File: config.mk
export PLATFORM = sky130hd
export DESIGN_NAME = uart_rx_cfg
export DESIGN_NICKNAME = d
export VERILOG_FILES = /design/src/rtl/uart_rx_cfg_pkg.sv /design/src/rtl/uart_rx_cfg_sync.sv /design/src/rtl/uart_rx_cfg.sv
export SDC_FILE = /design/constraint.sdc
export NUM_CORES = 1
export LEC_CHECK = 0
export BUFFER_PORTS_ARGS = -buffer_cell sky130_fd_sc_hd__buf_2
export CAP_MARGIN = 20
export CORE_MARGIN = 1
export CORE_UTILIZATION = 35
export DETAILED_ROUTE_END_ITERATION = 10
export GPL_TIMING_DRIVEN = 0
export PLACE_DENSITY = 0.55
export SETUP_SLACK_MARGIN = 0.05
export SYNTH_ARGS = -nofsm -noshare
export SYNTH_HDL_FRONTEND = slang
export SYNTH_SLANG_ARGS = --single-unit
File: constraint.sdc
create_clock -name clk -period 3.7 [get_ports clk]
set_clock_uncertainty 0.1 [all_clocks]
set_input_delay 0.37 -clock clk [delete_from_list [all_inputs] [get_ports clk]]
set_output_delay 0.37 -clock clk [all_outputs]
set_load 0.03 [all_outputs]
File: src/rtl/uart_rx_cfg_pkg.sv
// Shared definitions for the configurable UART receiver: parity-mode codes,
// one-hot FSM state encoding and small helpers shared with the transmitter.
package uart_rx_cfg_pkg;

  localparam logic [1:0] PAR_NONE = 2'd0;
  localparam logic [1:0] PAR_EVEN = 2'd1;
  localparam logic [1:0] PAR_ODD  = 2'd2;

  // Below this the half-bit point collapses onto the start-detect latency.
  localparam int MIN_DIV = 3;

  typedef enum logic [5:0] {
    ST_IDLE   = 6'b000001,
    ST_START  = 6'b000010,
    ST_DATA   = 6'b000100,
    ST_PARITY = 6'b001000,
    ST_STOP   = 6'b010000,
    ST_DONE   = 6'b100000
  } state_t;

  function automatic logic parity_on(input logic [1:0] mode);
    return (mode == PAR_EVEN) || (mode == PAR_ODD);
  endfunction

endpackage

File: src/rtl/uart_rx_cfg_sync.sv
// Two-flop synchronizer for signals arriving from outside the clk domain.
module uart_rx_cfg_sync #(
  parameter int               WIDTH   = 1,
  parameter logic [WIDTH-1:0] RST_VAL = '1
) (
  input  logic             clk,
  input  logic             rst_n,
  input  logic [WIDTH-1:0] d,
  output logic [WIDTH-1:0] q
);

  logic [WIDTH-1:0] meta_reg;

  always_ff @(posedge clk or negedge rst_n) begin
    if (!rst_n) begin
      meta_reg <= RST_VAL;
      q        <= RST_VAL;
    end else begin
      meta_reg <= d;
      q        <= meta_reg;
    end
  end

endmodule

File: src/rtl/uart_rx_cfg.sv
// Configurable UART receiver: 5..9 data bits, runtime parity, 1/2 stop bits,
// false-start rejection, per-frame error status and a valid/ready output register.
import uart_rx_cfg_pkg::*;

module uart_rx_cfg #(
  parameter int DATA_BITS = 8,
  parameter int DIV_W     = 16
) (
  input  logic                 clk,
  input  logic                 rst_n,
  input  logic                 rx,
  input  logic                 enable,
  input  logic [DIV_W-1:0]     clk_div,
  input  logic [1:0]           parity_mode,
  input  logic                 two_stop,
  output logic [DATA_BITS-1:0] rx_data,
  output logic                 rx_valid,
  input  logic                 rx_ready,
  output logic                 rx_frame_err,
  output logic                 rx_par_err,
  output logic                 rx_break,
  output logic                 rx_overrun
);

  localparam int BCNT_W = (DATA_BITS > 1) ? $clog2(DATA_BITS) : 1;

  state_t               state_reg, state_next;
  logic                 rx_s;
  logic [DIV_W-1:0]     cnt_reg;
  logic [DIV_W-1:0]     div_reg;
  logic [1:0]           par_mode_reg;
  logic                 two_stop_reg;
  logic [BCNT_W-1:0]    bcnt_reg;
  logic [DATA_BITS-1:0] shift_reg;
  logic                 pbit_reg;
  logic                 stop1_reg;
  logic                 stop_second_reg;
  logic                 frame_err_reg;
  logic                 par_err_reg;
  logic                 armed_reg;

  logic [DIV_W-1:0]     div_clamped;
  logic [DIV_W-1:0]     half;
  logic                 tick_full;
  logic                 frame_start;
  logic                 bit_tick;
  logic                 break_now;

  uart_rx_cfg_sync #(.WIDTH(1), .RST_VAL(1'b1)) u_sync (
    .clk   (clk),
    .rst_n (rst_n),
    .d     (rx),
    .q     (rx_s)
  );

  assign div_clamped = (clk_div < DIV_W'(MIN_DIV)) ? DIV_W'(MIN_DIV) : clk_div;
  assign half        = div_reg >> 1;
  assign tick_full   = (cnt_reg == div_reg);
  assign frame_start = (state_reg == ST_IDLE) && (state_next == ST_START);
  assign bit_tick    = tick_full &&
                       ((state_reg == ST_DATA) || (state_reg == ST_PARITY) ||
                        (state_reg == ST_STOP));

  // ---------------------------------------------------------------- FSM
  always_ff @(posedge clk or negedge rst_n) begin
    if (!rst_n) state_reg <= ST_IDLE;
    else        state_reg <= state_next;
  end

  always_comb begin
    state_next = state_reg;
    case (state_reg)
      ST_IDLE:
        if (enable && !rx_s && armed_reg) state_next = ST_START;
      ST_START:
        if (cnt_reg == half) state_next = rx_s ? ST_IDLE : ST_DATA;
      ST_DATA:
        if (tick_full && (bcnt_reg == BCNT_W'(DATA_BITS - 1)))
          state_next = parity_on(par_mode_reg) ? ST_PARITY : ST_STOP;
      ST_PARITY:
        if (tick_full) state_next = ST_STOP;
      ST_STOP:
        if (tick_full && (!two_stop_reg || stop_second_reg)) state_next = ST_DONE;
      ST_DONE:
        state_next = ST_IDLE;
      default:
        state_next = ST_IDLE;
    endcase
    if (!enable) state_next = ST_IDLE;
  end

  // Bit timer restarts on each state change and after every in-state sample.
  always_ff @(posedge clk or negedge rst_n) begin
    if (!rst_n)                                  cnt_reg <= '0;
    else if ((state_next != state_reg) || bit_tick) cnt_reg <= '0;
    else                                         cnt_reg <= cnt_reg + 1'b1;
  end

  // ------------------------------------------------------- frame datapath
  always_ff @(posedge clk or negedge rst_n) begin
    if (!rst_n) begin
      div_reg         <= DIV_W'(MIN_DIV);
      par_mode_reg    <= PAR_NONE;
      two_stop_reg    <= 1'b0;
      bcnt_reg        <= '0;
      shift_reg       <= '0;
      pbit_reg        <= 1'b0;
      stop1_reg       <= 1'b1;
      stop_second_reg <= 1'b0;
      frame_err_reg   <= 1'b0;
      par_err_reg     <= 1'b0;
    end else if (frame_start) begin
      div_reg         <= div_clamped;
      par_mode_reg    <= parity_mode;
      two_stop_reg    <= two_stop;
      bcnt_reg        <= '0;
      pbit_reg        <= 1'b0;
      stop1_reg       <= 1'b1;
      stop_second_reg <= 1'b0;
      frame_err_reg   <= 1'b0;
      par_err_reg     <= 1'b0;
    end else if (bit_tick) begin
      case (state_reg)
        ST_DATA: begin
          shift_reg[bcnt_reg] <= rx_s;
          bcnt_reg            <= bcnt_reg + 1'b1;
        end
        ST_PARITY: begin
          pbit_reg    <= rx_s;
          par_err_reg <= ((^shift_reg) ^ rx_s) != (par_mode_reg == PAR_ODD);
        end
        ST_STOP: begin
          if (!rx_s)            frame_err_reg <= 1'b1;
          if (!stop_second_reg) stop1_reg     <= rx_s;
          stop_second_reg <= 1'b1;
        end
        default: ;
      endcase
    end
  end

  // A frame that ends with the line still low must not retrigger until it idles high.
  always_ff @(posedge clk or negedge rst_n) begin
    if (!rst_n)                      armed_reg <= 1'b1;
    else if (rx_s)                   armed_reg <= 1'b1;
    else if (state_reg == ST_DONE)   armed_reg <= 1'b0;
  end

  assign break_now = (shift_reg == '0) &&
                     (!parity_on(par_mode_reg) || !pbit_reg) && !stop1_reg;

  // ------------------------------------------------------ output register
  always_ff @(posedge clk or negedge rst_n) begin
    if (!rst_n) begin
      rx_data      <= '0;
      rx_valid     <= 1'b0;
      rx_frame_err <= 1'b0;
      rx_par_err   <= 1'b0;
      rx_break     <= 1'b0;
      rx_overrun   <= 1'b0;
    end else begin
      rx_overrun <= 1'b0;
      if (state_reg == ST_DONE) begin
        if (!rx_valid || rx_ready) begin
          rx_data      <= shift_reg;
          rx_frame_err <= frame_err_reg;
          rx_par_err   <= par_err_reg;
          rx_break     <= break_now;
          rx_valid     <= 1'b1;
        end else begin
          rx_overrun <= 1'b1;
        end
      end else if (rx_valid && rx_ready) begin
        rx_valid <= 1'b0;
      end
    end
  end

endmodule

Word-level counts from Yosys, hierarchy flattened:

Index checks and enable logic that the tools add are counted.

* $add $sub $neg: 2
* magnitude comparators: 3
* equal/unequal tests: 17
* multiplexer cells: 41
* bitwise gates (word level): 2
* reduce and logical (&&, ||, !) cells: 39

Operators with widths (number)
* $mux W6: 6
* $mux W16: 2
* $pmux W6 S5: 1
* $mux W1: 25
* $add A16 B1 Y16 const B: 1
* $eq A16 B15 Y1: 1
* $eq A16 B16 Y1: 1
* $lt A16 B2 Y1 const B: 1
* $eq A6 B2 Y1 const B: 2
* $mux W3: 4
* $reduce_bool A2 Y1: 6
* $logic_and A1 B1 Y1: 10
* $reduce_and A2 Y1: 5
* $reduce_and A3 Y1: 3
* $bwmux W8: 1
* $logic_not A8 Y1: 1
* $reduce_xor A8 Y1: 1
* $logic_or A1 B1 Y1: 7
* $eq A6 B1 Y1 const B: 1
* $eq A6 B3 Y1 const B: 1
* $eq A6 B4 Y1 const B: 1
* $eq A6 B5 Y1 const B: 1
* $eq A6 B6 Y1 const B: 1
* $logic_not A1 Y1: 6
* other kinds (14): 15

* flip-flop bits (word level): 73
* word-level logic and storage cells: 125

Longest topological paths before layout:

Gate-level depths: netlist of run 1.

* depth in word-level cells: 10
* mapped depth: 9
* gate-level depth less buffers: 7

Hierarchy:

From an unflattened synthesis of run 1, not the netlist that was laid out.

* cells, all modules: 406
* area, all modules: 4035.1 sq um

Modules (own cells, without submodules)
* uart_rx_cfg: instances 1, cells each 404, area each 3982.6 sq um
* uart_rx_cfg_sync: instances 1, cells each 2, area each 52.6 sq um

Least setup slack after synthesis of run 1:

OpenSTA, ideal clock, no wires.

* path kind: register -> register
* start point: register state_reg[0]
* end point: register cnt_reg[10]
* arrival time: 1.898 ns
* setup slack: 1.622 ns
* cell stages (with the launch flop): 10
* cell sequence: dfstp_2 -> buf_4 -> xor2_1 -> o2111ai_1 -> and2_0 -> buf_2 -> a311oi_2 -> nor2_4 -> buf_12 -> nor3_2

* longest elaborated chain between the ends: 6
* elaborated cells between the ends (all ways): 18
* classes of those cells: eq/ne (6); mux (8); reduce/logical (4)

RTL lines
* from (decl): line uart_rx_cfg.sv:27 `state_t state_reg, state_next;`
* from (signal assigned): line uart_rx_cfg.sv:67 `else state_reg <= state_next;`
* $eq A6 B5 Y1, or another cell as far along: line uart_rx_cfg.sv:62, uart_rx_cfg.sv:72
* $pmux W6 S5 or $logic_or A1 B1 Y1 (tied branches): line uart_rx_cfg.sv:72, uart_rx_cfg.sv:61
* $mux W6 or $logic_or A1 B1 Y1 (tied branches): line uart_rx_cfg.sv:89, uart_rx_cfg.sv:61
* $ne A6 B6 Y1 or $logic_and A1 B1 Y1 (tied branches): line uart_rx_cfg.sv:95, uart_rx_cfg.sv:60
* $logic_or A1 B1 Y1 (*): line uart_rx_cfg.sv:95 `else if ((state_next != state_reg) || bit_tick) cnt_reg <= '0;`
* $mux W16 (*): line uart_rx_cfg.sv:95
* to (signal assigned): line uart_rx_cfg.sv:96 `else cnt_reg <= cnt_reg + 1'b1;`
* to (decl): line uart_rx_cfg.sv:29 `logic [DIV_W-1:0] cnt_reg;`

Mark *: on every way between the ends. The rest lies on a longest branch, timed or not.
A chain may end at the register's enable or synchronous reset.

Final worst setup path of run 1:

* start point: register cnt_reg[13]
* end point: register cnt_reg[9]

* longest elaborated chain between the ends: 8
* elaborated cells between the ends (all ways): 14
* classes of those cells: eq/ne (3); mux (7); reduce/logical (4)

RTL lines
* $eq A16 B16 Y1: line uart_rx_cfg.sv:58 `assign tick_full = (cnt_reg == div_reg);`
* $logic_and A1 B1 Y1, on equally long branches: line uart_rx_cfg.sv:83, uart_rx_cfg.sv:78
* $mux W6, on equally long branches: line uart_rx_cfg.sv:83, uart_rx_cfg.sv:78
* $pmux W6 S5: line uart_rx_cfg.sv:72 `case (state_reg)`
* $mux W6: line uart_rx_cfg.sv:89 `if (!enable) state_next = ST_IDLE;`
* $ne A6 B6 Y1: line uart_rx_cfg.sv:95
* $logic_or A1 B1 Y1 (*): line uart_rx_cfg.sv:95
* $mux W16 (*): line uart_rx_cfg.sv:95

Marked as above.

==> out/metrics.json, run 1 <==
{
  "worst_hold_path": {
    "hp-class": "in -> reg",
    "min_from": "rx",
    "timing.hold.worst_path_depth": 1
  },
  "final_layout": {
    "layout-drive-gt1-share_pct": 20.8,
    "stdcell_count": 597,
    "flow.area_growth_from_synthesis_pct": 15.4,
    "antennaDiodeCount": 0,
    "final_net_count": 484
  },
  "sta": {
    "slew-limit-headroom_pct": 63.7,
    "min_period_over_period_pct": 64.8,
    "hold_viol": 0,
    "slew_viol_final": 0,
    "finalSetupViolCount": 0,
    "worst_slew_pin_slew_ps": 540,
    "min_period_ps": 2400,
    "timing.setup.tns_ps": 0,
    "timing.fmax_mhz": 417,
    "grt_setup_unrepaired": "no"
  },
  "pwr": {
    "p_leak_nw": 2.06,
    "cellPowerDensity_mw_per_mm2": 428,
    "ir_drop_v": 0.000227
  },
  "clock_tree": {
    "cts_made_buffers": 9,
    "clock_tree.buffer_depth": 2,
    "total_setup_buffers_inserted_after_cts": 0,
    "clock-root-buffer": "sky130_fd_sc_hd__clkbuf_8",
    "worst_skew_pair.late_latency_ps": 360,
    "clock_tree.htree_level_count": 3,
    "cts_tree": "built",
    "cts_num_sinks": 73,
    "clkSlewWorstSetupHoldPaths_ps": 80
  },
  "logic_synthesis": {
    "synth.cells.most_frequent": "sky130_fd_sc_hd__nand2_1 (84), sky130_fd_sc_hd__dfrtp_1 (66), sky130_fd_sc_hd__xnor2_1 (40)",
    "syn-num-nets": 435,
    "synth_most_common_cell": "sky130_fd_sc_hd__nand2_1",
    "synth.largest_area_cell": "sky130_fd_sc_hd__dfrtp_1",
    "syn-instance-count": 403,
    "yosysTopAreaCellShare_pct": 41.9,
    "synth_enable_flop_cells": 0,
    "synth_seq_area_share_pct": 46.6,
    "yosys_most_used_dff": "sky130_fd_sc_hd__dfrtp_1",
    "synth.avg_cell_area_sq_um": 9.77,
    "synth-async-reset-ratio_pct": 100,
    "ys_warns": 0,
    "post_synth_instance_area_sq_mm": 0.00394,
    "synth.top_cells.by_area": "sky130_fd_sc_hd__dfrtp_1 (42%), sky130_fd_sc_hd__xnor2_1 (8.9%), sky130_fd_sc_hd__nand2_1 (8.0%)",
    "ys_seq_elements": 73,
    "ys_types": 53
  },
  "worst_setup_path": {
    "critPathCaptureType": "flip-flop",
    "rr_worst_depth": 8,
    "regToRegStartpoint": "cnt_reg[13]",
    "critical_path.max_fanout": 10,
    "cp.required_ps": 3840,
    "setup.worst_path.start": "cnt_reg[13]",
    "critPathKind": "reg -> reg",
    "cp-start-kind": "flip-flop",
    "critical_path_arrival_ps": 2540
  },
  "global_route": {
    "grt_most_used_layer": "met2",
    "globalRouteOverflowTotal": 0,
    "largest_net_degree_at_the_start_of_global_routing": 50,
    "gr-usage-met3_pct": 3.62,
    "first_global_vias": 3027,
    "grt_first_pass_wirelength_um": 14700,
    "global_route.usage.total_pct": 16.6,
    "antenna_found_initial": 0,
    "global_route.usage.met2_pct": 27.8,
    "use_met1_pct": 21.1
  },
  "drt": {
    "drc_violation_count_after_routing": 0,
    "route.antenna.remaining_nets": 0,
    "wirelength_um": 8680,
    "route.detailed.vias_per_inst": 4.94,
    "detailedRoute.firstPassIterationCount": 4,
    "routed_wire_length_per_instance_um": 14.5,
    "drt_iter0_markers": 69,
    "dr_total_vias": 2948
  },
  "floorplan": {
    "chipWidth_um": 108,
    "core_area_sq_mm": 0.0109,
    "die_area_sq_mm": 0.0117,
    "die_height_um": 108,
    "io-pin-count": 37,
    "floorplan.initialDensity_pct": 36.2,
    "number_of_rows_in_the_core_area": 38
  },
  "placement": {
    "gpl.final_weighted_congestion": 0.834,
    "detailed_place_hpwl_um": 6480,
    "placed_cells": 580,
    "placement.io_buffers": 36
  },
  "run_status": {
    "outcome": "completed"
  },
  "run": {
    "count_of_maximum_capacitance_violations": 0
  }
}
[repair_timing]
item	4_1_cts	5_1_grt
endpoints found under the hold margin	22	0
gates resized for setup	0	0
hold buffers	1	0
[layout by cell type, fill, tap and decap left out, drive strengths merged, types with 2 or more instances in the layout]
| master | netlist | routed |
|---|---|---|
| a211oi | 3 | 3 |
| a21oi | 7 | 7 |
| a31oi | 2 | 2 |
| and2 | 4 | 4 |
| and2b | 2 | 2 |
| and3 | 6 | 6 |
| and4 | 2 | 2 |
| and4bb | 2 | 2 |
| buf | 13 | 50 |
| clkbuf | 11 | 21 |
| clkinvlp | 0 | 2 |
| dfrtp | 66 | 66 |
| dfstp | 7 | 7 |
| ha | 8 | 8 |
| inv | 13 | 15 |
| mux2 | 2 | 2 |
| mux2i | 9 | 9 |
| nand2 | 84 | 84 |
| nand2b | 4 | 4 |
| nand3 | 6 | 6 |
| nand4 | 13 | 13 |
| nand4b | 5 | 5 |
| nor2 | 18 | 18 |
| nor2b | 3 | 3 |
| nor3 | 19 | 19 |
| nor3b | 2 | 2 |
| nor4 | 6 | 6 |
| o211ai | 2 | 2 |
| o21a | 2 | 2 |
| o21ai | 17 | 17 |
| o22ai | 2 | 2 |
| xnor2 | 40 | 40 |
| xor2 | 11 | 11 |
[report_power, final]
| part | switching (mW) | leakage (nW) | internal [mW] |
|---|---|---|---|
| registers | 0.0726 | 0.920 | 0.862 |
| logic | 0.185 | 1.04 | 0.154 |
| clock network | 0.334 | 0.101 | 0.338 |
| total | 0.591 | 2.06 | 1.35 |
[critical path: stages, from the launching register on]
cell,delay (ps)
sky130_fd_sc_hd__dfrtp_1,330
sky130_fd_sc_hd__clkbuf_1,250
sky130_fd_sc_hd__xnor2_1,160
sky130_fd_sc_hd__nand4_1,170
sky130_fd_sc_hd__nor4_4,400
sky130_fd_sc_hd__a31oi_1,180
sky130_fd_sc_hd__o211ai_2,350
sky130_fd_sc_hd__buf_4,280
sky130_fd_sc_hd__nor3_2,60
[layout make-up]
class | instances | area [sq um]
clock inverter | 6 | 73.8
inverter | 13 | 48.8
buffer | 24 | 133
timing repair buffer | 38 | 220
fill | 1084 | 6340
multi-input combinational | 293 | 1920
tap | 140 | 175
clock buffer | 10 | 138
sequential | 73 | 1840
[layer usage]
| layer | vias to the layer above | routed length, um | share of wire [%] |
|---|---|---|---|
| li1 | 1464 | - | - |
| met1 | 1415 | 3970 | 46 |
| met2 | 55 | 4270 | 49 |
| met3 | 14 | 298 | 3.4 |
| met4 | 0 | 138 | 1.6 |
| met5 | - | 0 | 0 |
[cell families after synthesis]
group	count (synthesis)	share of synthesized area, %
and+or+nand+nor	181	25.3
DFF	73	46.6
xor gates and xnor gates	51	11.3
AOI/OAI and AO/OA	42	6.77
buffers and inverters	37	4.61
muxes	11	2.86
adders and majority gates	8	2.54
[worst paths after layout]
path	end	slack, ps
max	cnt_reg[9]	1300
min	u_sync.meta_reg	20
max reg2reg	cnt_reg[9]	1300
min reg2reg	u_sync.q	260
max in group asynchronous	state_reg[0]	2530
min in group asynchronous	div_reg[4]	350
[stage by stage]
step	setup slack [ps]	utilization (%)	instance area (sq um)	hold slack [ps]	power, mW
4_1_cts	1280	41.7	4540	12.5	1.97
5_1_grt	1100	41.7	4540	13.9	2.05
3_3_place_gp	1290	39.4	4290	247	1.28
2_1_floorplan	1620	-	3940	-25.6	1.18
3_5_place_dp	1290	39.7	4320	206	1.29
6_report	1300	41.7	4540	20.2	1.95
(Power assumes the default switching activity.)
==> run 2, diff against run 1 <==
==> constraint.sdc (replaced) <==
create_clock -name clk -period 2.5 [get_ports clk]
set_clock_uncertainty 0.1 [all_clocks]
set_input_delay 0.25 -clock clk [delete_from_list [all_inputs] [get_ports clk]]
set_output_delay 0.25 -clock clk [all_outputs]
set_load 0.03 [all_outputs]
==> run 2 against run 1 <==
  * Non-clock buffer count rose by 14
  * Total power rose by 49%
  * Clock-buffer cell count is the same
  * Flip-flop and latch count did not move
  * Utilization increased by 1.3 points
  * Clock power grew 48%
  * Final cell count increased by 2.3%
  * Sequential share of layout area fell by 1.2 points
  * Largest power group unchanged
==> out/metrics.json, run 2 (synthesis results as in run 1) <==
{
  "worst_hold_path": {
    "hp-class": "in -> reg",
    "min_from": "clk_div[8]",
    "timing.hold.worst_endpoint": "div_reg[8]",
    "timing.hold.worst_path_depth": {"value": 3, "change": "+2"}
  },
  "sta": {
    "min_period_over_period": {"value": 92.7, "unit": "%", "change": "+28 points"},
    "grt_setup_unrepaired": "no",
    "slew_viol_final": {"value": 0, "change": "unchanged"},
    "slew-limit-headroom": {"value": 63.5, "unit": "%", "change": "-0.17 points"},
    "worst_slew_pin_slew": {"value": 543, "unit": "ps", "change": "+2.58 ps"},
    "timing.fmax": {"value": 431, "unit": "MHz", "change": "+3.4%"},
    "finalSetupViolCount": {"value": 0, "change": "unchanged"},
    "min_period": {"value": 2320, "unit": "ps", "change": "-77.9 ps"},
    "timing.setup.tns": {"value": 0, "unit": "ps", "change": "unchanged"},
    "hold_viol": {"value": 0, "change": "unchanged"}
  },
  "final_layout": {
    "most-common-layout-cells": "sky130_fd_sc_hd__nand2_1 (84), sky130_fd_sc_hd__dfrtp_1 (66), sky130_fd_sc_hd__buf_2 (42)",
    "layout-drive-gt1-share": {"value": 21.0, "unit": "%", "change": "+0.23 points"},
    "design_area": {"value": 0.00468, "unit": "sq mm", "change": "+3.0%"},
    "final_net_count": {"value": 498, "change": "+2.9%"},
    "layout_commonest_cell": "sky130_fd_sc_hd__nand2_1",
    "antennaDiodeCount": {"value": 0, "change": "unchanged"},
    "flow.area_growth_from_synthesis_pct": 18.9,
    "final_core_util": {"value": 43.0, "unit": "%", "change": "+1.3 points"},
    "fillers": {"value": 1074, "change": "-0.92%"}
  },
  "clock_tree": {
    "worst_skew_pair.late_latency": {"value": 350, "unit": "ps", "change": "about the same"},
    "cts_tree": "built",
    "cts_made_buffers": {"value": 9, "change": "unchanged"},
    "clock_tree.buffer_depth": {"value": 2, "change": "unchanged"},
    "clock_tree.htree_level_count": {"value": 3, "change": "unchanged"},
    "clock-root-buffer": "sky130_fd_sc_hd__clkbuf_8",
    "cts_num_sinks": {"value": 73, "change": "unchanged"},
    "clkSlewWorstSetupHoldPaths": {"value": 90, "unit": "ps", "change": "about the same"}
  },
  "worst_setup_path": {
    "rr_worst_depth": {"value": 7, "change": "-1"},
    "worst_path_max_delay_cell": "sky130_fd_sc_hd__or4_4",
    "timing.critical_path.buf_inv": {"value": 1, "change": "-1"},
    "timing.rr.end": "cnt_reg[0]",
    "timing.reg2reg.setup_slack": {"value": 180, "unit": "ps", "change": "-1120 ps"},
    "slowest_delay": {"value": 540, "unit": "ps", "change": "+140 ps"},
    "critPathCaptureType": "flip-flop",
    "cp_top_family": "simple AND/OR/NAND/NOR gates",
    "critical_path_arrival": {"value": 2450, "unit": "ps", "change": "-90 ps"},
    "setup.worst_path.start": "cnt_reg[7]",
    "regToRegStartpoint": "cnt_reg[7]",
    "critical_path.max_fanout": {"value": 10, "change": "unchanged"},
    "cp-start-kind": "flip-flop",
    "critPathKind": "reg -> reg",
    "timing.critical_path.cells": "xor2_1 > or4_4 > nor4_4 > a311oi_2 > nor2_4 > buf_12 > nor3_2",
    "cp.required": {"value": 2630, "unit": "ps", "change": "-1210 ps"}
  },
  "pwr": {
    "totalPowerFinal": {"value": 2.90, "unit": "mW", "change": "+49%"},
    "p_leak": {"value": 2.12, "unit": "nW", "change": "+3.1%"},
    "cellPowerDensity": {"value": 619, "unit": "mW/mm^2", "change": "+45%"},
    "switching_share": {"value": 30.3, "unit": "%", "change": "-0.13 points"},
    "power.switching": {"value": 0.877, "unit": "mW", "change": "+48%"},
    "p_clk_share": {"value": 34.3, "unit": "%", "change": "-0.2 points"},
    "ir_drop": {"value": 0.000342, "unit": "V", "change": "+50%"},
    "share_seq_of_total_power": {"value": 47.7, "unit": "%", "change": "-0.3 points"},
    "internal_power": {"value": 2.02, "unit": "mW", "change": "+49%"},
    "share_comb_of_total_power": {"value": 18.0, "unit": "%", "change": "+0.6 points"}
  },
  "global_route": {
    "antenna_found_initial": {"value": 0, "change": "unchanged"},
    "global_route.usage.total": {"value": 16.9, "unit": "%", "change": "+0.25 points"},
    "globalRouteOverflowTotal": {"value": 0, "change": "unchanged"},
    "first_global_vias": {"value": 3111, "change": "+2.8%"},
    "largest_net_degree_at_the_start_of_global_routing": {"value": 50, "change": "unchanged"},
    "grt_first_pass_wirelength": {"value": 15000, "unit": "um", "change": "+1.6%"}
  },
  "floorplan": {
    "number_of_rows_in_the_core_area": {"value": 38, "change": "unchanged"},
    "core_area": {"value": 0.0109, "unit": "sq mm", "change": "unchanged"},
    "chipWidth": {"value": 108, "unit": "um", "change": "unchanged"},
    "floorplan.initialDensity": {"value": 36.2, "unit": "%", "change": "unchanged"},
    "die_height": {"value": 108, "unit": "um", "change": "unchanged"},
    "die_area": {"value": 0.0117, "unit": "sq mm", "change": "unchanged"},
    "io-pin-count": {"value": 37, "change": "unchanged"}
  },
  "drt": {
    "routed_wire_length_per_instance": {"value": 14.5, "unit": "um", "change": "-0.23%"},
    "dr_total_vias": {"value": 2981, "change": "+1.1%"},
    "wirelength": {"value": 8870, "unit": "um", "change": "+2.1%"},
    "drt_iter0_markers": {"value": 72, "change": "+4.3%"},
    "route.detailed.vias_per_inst": {"value": 4.88, "change": "-1.2%"},
    "route.antenna.remaining_nets": {"value": 0, "change": "unchanged"},
    "drc_violation_count_after_routing": {"value": 0, "change": "unchanged"},
    "detailedRoute.firstPassIterationCount": {"value": 4, "change": "unchanged"}
  },
  "placement": {
    "placed_cell_area": {"value": 0.00432, "unit": "sq mm", "change": "unchanged"},
    "gpl.final_weighted_congestion": {"value": 0.834, "change": "unchanged"},
    "placement.io_buffers": {"value": 36, "change": "unchanged"},
    "detailed_place_hpwl": {"value": 6480, "unit": "um", "change": "unchanged"}
  },
  "run_status": {
    "outcome": "completed"
  },
  "run": {
    "count_of_maximum_capacitance_violations": {"value": 0, "change": "unchanged"}
  }
}
[run 2: cell count changes in the layout (fill, tap and decap cells not counted), sizes merged]
cell         previous run  this run
buf                    50        52
dlygate4sd3             1        12
clkbuf                 21        22
[run 2: cell type report]
class / count / area (sq um) / share of cell area [%]
Multi-Input combinational cell: 293 / 1920 / 41.1
Sequential cell: 73 / 1840 / 39.2
Timing Repair Buffer: 52 / 353 / 7.54
Tap cell: 140 / 175 / 3.74
Clock buffer: 10 / 138 / 2.94
Buffer: 24 / 135 / 2.89
Clock inverter: 6 / 73.8 / 1.58
Inverter: 13 / 48.8 / 1.04
[run 2: how the worst max path moves through the flow]
stage | to | slack, ps | depth (start not counted)
finish | cnt_reg[0] | 180 | 7
global route | cnt_reg[6] | 50 | 9
CTS | cnt_reg[9] | 80 | 8
detailed placement | cnt_reg[7] | 90 | 8
global placement | cnt_reg[11] | 90 | 8
floorplan | cnt_reg[10] | 420 | 9
[run 2: layer usage]
| layer | part of all wire [%] | vias to the layer above | global-route usage (%) |
|---|---|---|---|
| met4 | 1.5 | 0 | 5.97 |
| met3 | 3.0 | 13 | 3.62 |
| met2 | 49 | 48 | 28.5 |
| met5 | 0 | - | 0 |
| met1 | 46 | 1431 | 21.2 |
| li1 | - | 1489 | - |
[run 2: worst register-to-register path, cell delays in order, from the launching register on]
cell and delay, ps:
sky130_fd_sc_hd__dfrtp_1 470, sky130_fd_sc_hd__xor2_1 200, sky130_fd_sc_hd__or4_4 540, sky130_fd_sc_hd__nor4_4 240, sky130_fd_sc_hd__a311oi_2 170, sky130_fd_sc_hd__nor2_4 250, sky130_fd_sc_hd__buf_12 180, sky130_fd_sc_hd__nor3_2 50
[run 2: metrics by stage]
stage | hold WS (ps) | worst slack [ps] | instances
after floorplan | -146 | 422 | 403
after global placement | 247 | 91.5 | 579
after detailed placement | 86.4 | 91.5 | 580
after CTS | 1.08 | 77.8 | 608
after global routing | 10.1 | 49.1 | 611
final | 14.5 | 182 | 611
[run 2: what timing repair did]
item                                    4_1_cts  5_1_grt
gates resized for setup                       0        2
hold endpoints to repair                     35        0
endpoints found under the setup margin        0       30
buffers inserted                              0        3
hold buffers                                 12        0
[run 2: power groups by stage]
stage | Clock (mW) | Combinational, mW | Sequential [mW]
global route | 1.07 | 0.587 | 1.40
detailed placement | 0 | 0.506 | 1.41
finish | 0.993 | 0.522 | 1.38
CTS | 1.02 | 0.524 | 1.39
global placement | 0 | 0.491 | 1.41
floorplan | 0 | 0.379 | 1.37
==> run 3, diff against run 2 <==
--- a/config.mk
+++ b/config.mk
@@ -7,11 +7,11 @@
 export LEC_CHECK = 0
 export BUFFER_PORTS_ARGS = -buffer_cell sky130_fd_sc_hd__buf_2
 export CAP_MARGIN = 20
-export CORE_MARGIN = 1
 export CORE_UTILIZATION = 35
 export DETAILED_ROUTE_END_ITERATION = 10
 export GPL_TIMING_DRIVEN = 0
 export PLACE_DENSITY = 0.55
+export RECOVER_POWER = 100
 export SETUP_SLACK_MARGIN = 0.05
 export SYNTH_ARGS = -nofsm -noshare
 export SYNTH_HDL_FRONTEND = slang
==> run 3 against run 2 <==
  * Non-clock buffer count stayed put
  * Clock-buffer cell count stayed put
  * Die area stayed put
  * Clock power hardly changed
  * Hold slack worse by 2.9 ps
  * Maximum frequency hardly changed
  * Global-route usage stayed put
  * Highest routed layer unchanged
  * Utilization is 0.59 points lower
  * Critical path depth stayed put
  * Final cell count stayed put
==> out/metrics.json, run 3 (synthesis results as in run 1) <==
{
  "pwr": {
    "ir_drop": {"value": 0.000341, "unit": "V", "change": "-0.14%"},
    "cellPowerDensity": {"value": 625, "unit": "mW/mm^2", "change": "+1.0%"},
    "p_leak": {"value": 2.07, "unit": "nW", "change": "-2.5%"}
  },
  "final_layout": {
    "antennaDiodeCount": {"value": 0, "change": "unchanged"},
    "layout-drive-gt1-share": {"value": 16.1, "unit": "%", "change": "-4.9 points"},
    "fillers": {"value": 1081, "change": "+0.65%"},
    "flow.area_growth_from_synthesis_pct": 17.3,
    "multi_input_area": {"value": 0.00188, "unit": "sq mm", "change": "-2.1%"},
    "final_net_count": {"value": 498, "change": "unchanged"},
    "most-common-layout-cells": "sky130_fd_sc_hd__nand2_1 (84), sky130_fd_sc_hd__dfrtp_1 (66), sky130_fd_sc_hd__xnor2_1 (40)",
    "layout_commonest_cell": "sky130_fd_sc_hd__nand2_1",
    "register_area": {"value": 0.00184, "unit": "sq mm", "change": "unchanged"}
  },
  "drt": {
    "dr.max_layer_used": "met4",
    "wirelength": {"value": 8890, "unit": "um", "change": "+0.20%"},
    "route.met2.wl": {"value": 4380, "unit": "um", "change": "about the same"},
    "drc_violation_count_after_routing": {"value": 0, "change": "unchanged"},
    "route.detailed.vias_per_inst": {"value": 4.92, "change": "+0.94%"},
    "drt_iter0_markers": {"value": 75, "change": "+4.2%"},
    "routed_wire_length_per_instance": {"value": 14.5, "unit": "um", "change": "+0.20%"},
    "detailedRoute.firstPassIterationCount": {"value": 4, "change": "unchanged"},
    "dr_total_vias": {"value": 3009, "change": "+0.94%"},
    "drt-met1-wl": {"value": 4070, "unit": "um", "change": "-0.42%"},
    "met3_length": {"value": 289, "unit": "um", "change": "+8.6%"},
    "route.antenna.remaining_nets": {"value": 0, "change": "unchanged"}
  },
  "floorplan": {
    "floorplan.initialDensity": {"value": 36.2, "unit": "%", "change": "unchanged"},
    "number_of_rows_in_the_core_area": {"value": 38, "change": "unchanged"},
    "die_height": {"value": 108, "unit": "um", "change": "unchanged"},
    "core_area": {"value": 0.0109, "unit": "sq mm", "change": "unchanged"},
    "io-pin-count": {"value": 37, "change": "unchanged"},
    "chipWidth": {"value": 108, "unit": "um", "change": "unchanged"},
    "die_area": {"value": 0.0117, "unit": "sq mm", "change": "unchanged"}
  },
  "sta": {
    "hold_ws": {"value": 11.5, "unit": "ps", "change": "-2.91 ps"},
    "min_period": {"value": 2320, "unit": "ps", "change": "+1.46 ps"},
    "timing.fmax": {"value": 431, "unit": "MHz", "change": "about the same"},
    "slew-limit-headroom": {"value": 1.27, "unit": "%", "change": "-62 points"},
    "min_period_over_period": {"value": 92.8, "unit": "%", "change": "about the same"},
    "slew_viol_final": {"value": 0, "change": "unchanged"},
    "grt_setup_unrepaired": "no",
    "timing.setup.tns": {"value": 0, "unit": "ps", "change": "unchanged"},
    "hold_viol": {"value": 0, "change": "unchanged"},
    "finalSetupViolCount": {"value": 0, "change": "unchanged"},
    "worst_slew_pin_slew": {"value": 1480, "unit": "ps", "change": "+938 ps"}
  },
  "clock_tree": {
    "clock_tree.htree_level_count": {"value": 3, "change": "unchanged"},
    "clock_tree.buffer_depth": {"value": 2, "change": "unchanged"},
    "cts_tree": "built",
    "clock-root-buffer": "sky130_fd_sc_hd__clkbuf_8",
    "worst_skew_pair.late_latency": {"value": 360, "unit": "ps", "change": "about the same"},
    "clkSlewWorstSetupHoldPaths": {"value": 90, "unit": "ps", "change": "about the same"},
    "cts_made_buffers": {"value": 9, "change": "unchanged"},
    "cts_num_sinks": {"value": 73, "change": "unchanged"}
  },
  "worst_hold_path": {
    "hp-class": "in -> reg"
  },
  "worst_setup_path": {
    "critPathKind": "reg -> reg",
    "cp-start-kind": "flip-flop",
    "cp.required": {"value": 2630, "unit": "ps", "change": "about the same"},
    "critical_path.max_fanout": {"value": 10, "change": "unchanged"},
    "critical_path_arrival": {"value": 2450, "unit": "ps", "change": "about the same"},
    "critPathCaptureType": "flip-flop"
  },
  "placement": {
    "placement.io_buffers": {"value": 36, "change": "unchanged"},
    "detailed_place_hpwl": {"value": 6480, "unit": "um", "change": "unchanged"},
    "gpl.final_weighted_congestion": {"value": 0.834, "change": "unchanged"}
  },
  "run": {
    "count_of_maximum_capacitance_violations": {"value": 0, "change": "unchanged"}
  },
  "global_route": {
    "largest_net_degree_at_the_start_of_global_routing": {"value": 50, "change": "unchanged"},
    "antenna_found_initial": {"value": 0, "change": "unchanged"},
    "globalRouteOverflowTotal": {"value": 0, "change": "unchanged"},
    "first_global_vias": {"value": 3111, "change": "unchanged"},
    "global_route.usage.total": {"value": 16.9, "unit": "%", "change": "unchanged"},
    "grt_first_pass_wirelength": {"value": 15000, "unit": "um", "change": "unchanged"}
  },
  "run_status": {
    "outcome": "completed"
  }
}
run 3: cell count changes in the layout (fill, tap and decap cells not counted):
cell	change
sky130_fd_sc_hd__nor3_2	-8
sky130_fd_sc_hd__nor3_1	+8
sky130_fd_sc_hd__clkbuf_2	+1
sky130_fd_sc_hd__buf_2	-14
sky130_fd_sc_hd__buf_4	-2
sky130_fd_sc_hd__clkbuf_1	+15
run 3: critical path, cell delays in order (launching register included):
cell and delay (ps):
sky130_fd_sc_hd__dfrtp_1 470, sky130_fd_sc_hd__xor2_1 190, sky130_fd_sc_hd__or4_4 540, sky130_fd_sc_hd__nor4_4 240, sky130_fd_sc_hd__a311oi_2 170, sky130_fd_sc_hd__nor2_4 250, sky130_fd_sc_hd__buf_12 170, sky130_fd_sc_hd__nor3_1 50
run 3: timing repair:
item / in CTS / in global routing
gates resized for setup: 0 / 2
hold buffers: 12 / 0
endpoints found under the setup margin: 0 / 30
endpoints found under the hold margin: 35 / 0
setup buffers: 0 / 3
run 3: where the power goes:
part / internal, mW / switching [mW]
sequential: 1.28 / 0.107
clock: 0.500 / 0.493
combinational: 0.241 / 0.270
run 3: layout make-up:
class,count,area share [%]
clock inverter,6,1.60
multi-input combinational,293,40.8
buffer,24,2.93
tap,140,3.79
clock buffer,10,2.98
timing repair buffer,52,7.13
inverter,13,1.06
sequential,73,39.7
run 3: final timing paths:
path                            startpoint      endpoint  slack [ps]  cells after the start
hold reg to reg            u_sync.meta_reg      u_sync.q         260                      0
setup / recovery                cnt_reg[7]    cnt_reg[0]         180                      7
max in group asynchronous            rst_n  state_reg[0]         660                      3
setup reg to reg                cnt_reg[7]    cnt_reg[0]         180                      7
hold / removal                  clk_div[8]    div_reg[8]          10                      3
min in group asynchronous            rst_n    div_reg[4]         670                      2
run 3: stage by stage:
stage	setup slack [ps]	utilization (%)	power, mW	std cells	area (sq um)
after CTS	77.8	42.7	2.93	608	4650
after global routing	27.2	42.4	3.04	611	4620
after global placement	91.5	39.4	1.90	579	4290
after floorplan	422	-	1.75	403	3940
final	180	42.4	2.89	611	4620
after detailed placement	91.5	39.7	1.92	580	4320
run 3: layer usage:
metal,up-vias,GRT usage (%)
li1,1491,-
met1,1449,21.2
met4,0,5.97
met2,52,28.5
met3,17,3.62
met5,-,0
